<file path="config.mk">
export PLATFORM = sky130hd
export DESIGN_NAME = mult_controller
export DESIGN_NICKNAME = d
export VERILOG_FILES = /design/src/rtl/mult_pkg.sv /design/src/rtl/mult_iter_cnt.sv /design/src/rtl/mult_controller.sv
export SDC_FILE = /design/constraint.sdc
export NUM_CORES = 1
export LEC_CHECK = 0
export ABC_AREA = 1
export CAP_MARGIN = 25
export CORE_AREA = 2 2 39 41
export CTS_CLUSTER_SIZE = 8
export DETAILED_ROUTE_END_ITERATION = 8
export DIE_AREA = 0 0 41 43
export HOLD_SLACK_MARGIN = 0.06
export PLACE_DENSITY = 0.52
export SLEW_MARGIN = 20
export SYNTH_ARGS = -nofsm -noshare
export SYNTH_HDL_FRONTEND = slang
export SYNTH_HIERARCHICAL = 1
export SYNTH_SLANG_ARGS = --single-unit
export TNS_END_PERCENT = 10
</file>
<file path="constraint.sdc">
create_clock -name clk -period 2.05 [get_ports clk]
set_input_delay 0.205 -clock clk [delete_from_list [all_inputs] [get_ports clk]]
set_output_delay 0.205 -clock clk [all_outputs]
set_load 0.02 [all_outputs]
</file>
<file path="src/rtl/mult_pkg.sv">
// rtl/mult_pkg.sv - shared types and Q_LSB codes for the Booth multiplier controller and datapath
package mult_pkg;

  typedef struct packed {
    logic load_A;
    logic load_B;
    logic load_add;
    logic add_sub;
    logic shift_HQ_LQ_Q_1;
  } mult_control_t;

  typedef enum logic [2:0] {
    ST_IDLE,
    ST_LOAD,
    ST_ADD,
    ST_SHIFT,
    ST_DONE
  } mult_state_t;

  // {Q0, Q_1} Booth recoding pairs
  localparam logic [1:0] QLSB_NOP0 = 2'b00;
  localparam logic [1:0] QLSB_ADD  = 2'b01;
  localparam logic [1:0] QLSB_SUB  = 2'b10;
  localparam logic [1:0] QLSB_NOP1 = 2'b11;

endpackage

</file>
<file path="src/rtl/mult_iter_cnt.sv">
// rtl/mult_iter_cnt.sv - Booth iteration counter with clear, increment and last-iteration flag
module mult_iter_cnt #(
  parameter int N = 8
) (
  input  logic clk,
  input  logic rst,
  input  logic clr,
  input  logic inc,
  output logic last
);

  localparam int W = $clog2(N + 1);

  logic [W-1:0] count;

  always_ff @(posedge clk) begin
    if (rst || clr) begin
      count <= '0;
    end else if (inc) begin
      count <= count + W'(1);
    end
  end

  assign last = (count == W'(N - 1));

endmodule

</file>
<file path="src/rtl/mult_controller.sv">
// rtl/mult_controller.sv - Booth multiplier sequencing FSM; MULT_CTRL_SKIP_EN folds no-op iterations into one cycle
module mult_controller
  import mult_pkg::*;
#(
  parameter int N = 8
) (
  input  logic          clk,
  input  logic          rst,
  input  logic          start,
  input  logic [1:0]    Q_LSB,
  output logic          ready,
  output logic          done,
  output mult_control_t mult_control
);

  mult_state_t state;
  mult_state_t next_state;
  logic        cnt_clr;
  logic        cnt_inc;
  logic        last;
  logic        is_add;
  logic        is_sub;

  mult_iter_cnt #(.N(N)) u_iter_cnt (
    .clk  (clk),
    .rst  (rst),
    .clr  (cnt_clr),
    .inc  (cnt_inc),
    .last (last)
  );

  always_ff @(posedge clk) begin
    if (rst) begin
      state <= ST_IDLE;
    end else begin
      state <= next_state;
    end
  end

  assign is_add = (Q_LSB == QLSB_ADD);
  assign is_sub = (Q_LSB == QLSB_SUB);

  always_comb begin
    next_state   = state;
    mult_control = '0;
    ready        = 1'b0;
    done         = 1'b0;
    cnt_clr      = 1'b0;
    cnt_inc      = 1'b0;
    case (state)
      ST_IDLE: begin
        ready = 1'b1;
        if (start) next_state = ST_LOAD;
      end
      ST_LOAD: begin
        mult_control.load_A = 1'b1;
        mult_control.load_B = 1'b1;
        cnt_clr             = 1'b1;
        next_state          = ST_ADD;
      end
      ST_ADD: begin
        mult_control.load_add = is_add || is_sub;
        mult_control.add_sub  = is_add;
`ifdef MULT_CTRL_SKIP_EN
        // A no-op pair shifts immediately instead of spending a cycle in SHIFT
        if (is_add || is_sub) begin
          next_state = ST_SHIFT;
        end else begin
          mult_control.shift_HQ_LQ_Q_1 = 1'b1;
          cnt_inc                      = 1'b1;
          next_state                   = last ? ST_DONE : ST_ADD;
        end
`else
        next_state = ST_SHIFT;
`endif
      end
      ST_SHIFT: begin
        mult_control.shift_HQ_LQ_Q_1 = 1'b1;
        cnt_inc                      = 1'b1;
        next_state                   = last ? ST_DONE : ST_ADD;
      end
      ST_DONE: begin
        done       = 1'b1;
        next_state = ST_IDLE;
      end
      default: next_state = ST_IDLE;
    endcase
  end

endmodule

</file>
# Word level (Yosys, flattened, before mapping)
# Cells that the tools add are included.
# totals
output_inout_bits	7
wordCells	23
register_bits	7
# op_classes
n_mux	9
n_reduce_logical	3
n_addsub	1
eq_ne	8
# op_table
cell	count
one-hot mux 3 bit (4 select lines)	1
== test 3 x 2 -> 1 bit, second input constant	2
two-way mux 3 bit	2
adder 4 x 1 -> 4 bit, second input constant	1
== test 4 x 3 -> 1 bit, second input constant	1
two-way mux 1 bit	4
two-way mux 2 bit	2
== test 3 x 1 -> 1 bit, second input constant	1
== test 3 bit, second input constant	1
logical NOT 3 bit	1
== test 2 x 1 -> 1 bit, second input constant	1
== test 2 bit, second input constant	1
logical OR 1 bit	2
inequality test 2 bit, second input constant	1

# Depth between registers and ports, before layout
# logic_depth
word_depth	3
depth_mapped	8
depth_no_buf	8

# Modules after synthesis
# The synthesis kept the hierarchy.
# modules_own_cells
module	cells_each	area_per_inst_um2	instances	seq_area_each_um2
mult_controller	29	185.2	1	60.1
mult_iter_cnt	25	177.7	1	80.1

# Worst setup path before layout
# No wires, ideal clock.
# synth_path
kind	register -> register
from	reg state[2]
to	reg u_iter_cnt.count[3]
slack_ns	0.874
setup_time_ns	0.113
arrival_ns	1.063
stages_incl_launch_ff	9
required_ns	1.937
cell_sequence	dfxtp_1 inv_1 nand2_1 nor2_1 nand2_2 nor2_2 nand2_1 nand2_1 nor2_1
# synth_rtl
item	line	text
start, declared	mult_controller.sv:16	mult_state_t state;
start signal, assigned	mult_controller.sv:36	state <= next_state;
== test 3 x 2 -> 1 bit	mult_controller.sv:50	case (state)
two-way mux 1 bit	mult_controller.sv:50	
named net cnt_inc	mult_controller.sv:19	logic cnt_inc;
end signal, assigned	mult_iter_cnt.sv:20	count <= count + W'(1);
end, declared	mult_iter_cnt.sv:14	logic [W-1:0] count;
# The timed path passes the listed nets, and every way through them passes these cells.
# A chain may end at the register's enable or synchronous reset.

==> run metrics <==
Post-Route Setup TNS 0 ps; CP arrival around 1700 ps; Clock Latency Late Sink between 200 and 300 ps; number of distinct library cells after synthesis 13; top sig layer met3; RSZ-0062 raised after global routing false; drt total wl roughly 660 um; Setup crit start Q_LSB[1]; initial antenna violation count 0; layout cells sized above 1 11.9%; Post-CTS Resized 0; Layout Skew ~1.3 ps; Die X-Extent 41 um; gpl congestion ~0.63; register area share after synthesis approximately 39%; met2 WL ~280 um; CP endpoint kind primary output; IO Pins 12; ANT cells 0; die extent in y 43 um; outcome complete, no violations; syn nets 61; Final setup viols 0; FP Rows 14; LEAKAGE a little over 0.2 nW; reg2reg start state[2]; mapped cell area 363 um2; fin crit period approximately 1900 ps; max-cap check violation count 0; core area around 0.0014 mm2; CTS Buf Count 3; hold_buf cts 0; setup ws final approximately 190 ps; Initial Util about a quarter; Routed met1 length 295 um; Worst Path Required between 1500 and 2000 ps; Post-DP HPWL ~520 um; worst ir drop on vdd between 0.4 and 0.5 mV; Clock H-tree levels 1; area of the multi-input gates about 180 um2; Clock Tree Root clkbuf_4; Worst slew margin a little over four fifths; critical path type input pin to primary output; global-route wire length before repair 1000 um; Fmax ~540 MHz; pin count of the biggest net entering global routing 7; Detailed Routing Iterations Pass 1 3; GRT Resource Usage Total between 8 and 9%; type of origin of the critical path input pin; FF/Latch Area about 140 um2; wire per inst between 7 and 8 um; vias in the first global route between 200 and 300; Final Max Slew Viols 0; drt drc 0; vias per cell roughly 4.2; Final nets 75; setup bufs post-CTS 0; clk slew on worst S/H paths 50 ps; CTS tree done; Synth Instances 54; Tcrit/Tclk final 90.7%; post-layout utilization of the core 36.4%; GR Overflow Total 0; die area around 0.0018 mm2; P per Cell Area approximately 660 mW/mm2; DRT iter0 DRCs 7; Fill cells ~150; Final Hold Viols 0; input/output buffers 11; routed wl met3 roughly 80 um; Slew @ Worst Pin between 200 and 250 ps; Detail Route Antenna Nets 0; dpl ws approximately 180 ps; Mean Syn Cell Area 6.72 um2; Via Count roughly 350; crit path max fanout 1; worst hold start u_iter_cnt/count[0]; worst hold path type register to register; clk sink count 7; area grow syn2layout 39.0%; #FFs+latches synth 7; Synth Warn # 6; clock buffer depth 2
[kinds of logic (layout without fill, tap and decap cells)]
| kind of cell | count (synthesis) | count (layout) | synth area share, % |
|---|---|---|---|
| AO/OA/AOI/OAI | 4 | 4 | 5.52 |
| flip-flops | 7 | 7 | 38.6 |
| buffers and inverters | 9 | 22 | 12.4 |
| adder cells (fa/ha/maj) | 2 | 2 | 6.90 |
| AND/OR/NAND/NOR | 32 | 32 | 36.5 |
[layout make-up]
| type | count | share of cell area, % |
|---|---|---|
| Clock buffer | 4 | 5.21 |
| Inverter | 6 | 4.47 |
| Multi-Input combinational cell | 38 | 35.2 |
| Sequential cell | 7 | 27.8 |
| Tap cell | 16 | 3.97 |
| Timing Repair Buffer | 12 | 23.3 |
[power breakdown]
group / internal (mW) / total [mW] / switching (mW)
combinational: 0.0298 / 0.0604 / 0.0306
sequential: 0.141 / 0.146 / 0.00536
clock: 0.0744 / 0.127 / 0.0526
total: 0.245 / 0.334 / 0.0886
[cell usage after synthesis]
cell / instances / area [um2]
a21oi_1: 2 / 10.0
buf_4: 3 / 22.5
dfxtp_1: 7 / 140
ha_1: 2 / 25.0
inv_1: 5 / 18.8
inv_2: 1 / 3.75
nand2_1: 9 / 33.8
nand2_2: 2 / 12.5
nand3_1: 3 / 15.0
nor2_1: 16 / 60.1
nor2_2: 1 / 6.26
nor3_1: 1 / 5.00
o21ai_0: 2 / 10.0
[critical path, cell delays in order]
cell             delay [ps]
clkdlybuf4s50_1         450
inv_1                    40
ha_1                    260
nor2_1                  100
clkdlybuf4s50_1         600
[placed cells by master (no fill, tap or decap), types with 2 or more instances in the layout]
master	instances
a21oi_1	2
clkbuf_4	3
ha_1	2
nand2_2	2
nand2_1	9
clkdlybuf4s50_1	11
inv_1	5
nand3_1	3
dfxtp_1	7
o21ai_0	2
nor2_1	16
[stage by stage]
stage / cell area, um2 / hold WS [ps] / std cells / total power [mW]
2_1_floorplan: 363 / 277 / 54 / 0.186
3_3_place_gp: 478 / 495 / 79 / 0.210
3_5_place_dp: 478 / 504 / 79 / 0.210
4_1_cts: 504 / 513 / 83 / 0.340
5_1_grt: 504 / 545 / 83 / 0.355
6_report: 504 / 511 / 83 / 0.334
[state kept, by name, summed over array words and instances (netlist names)]
register          flops
state                 3
u_iter_cnt/count      4
[routing by layer]
layer / track usage (%) / vias up
met5: 0 / -
met4: 2.00 / 0
met3: 7.85 / 0
met2: 11.9 / 13
met1: 9.68 / 144
li1: - / 192
[worst paths after layout]
kind,to,slack (ps),cells after the start
worst max-delay path,mult_control[2],190,5
worst min-delay path,u_iter_cnt/count[0],510,2
worst max register to register,u_iter_cnt/count[3],850,9
worst min register to register,u_iter_cnt/count[0],510,2
Power figures use the tool's default switching activity.
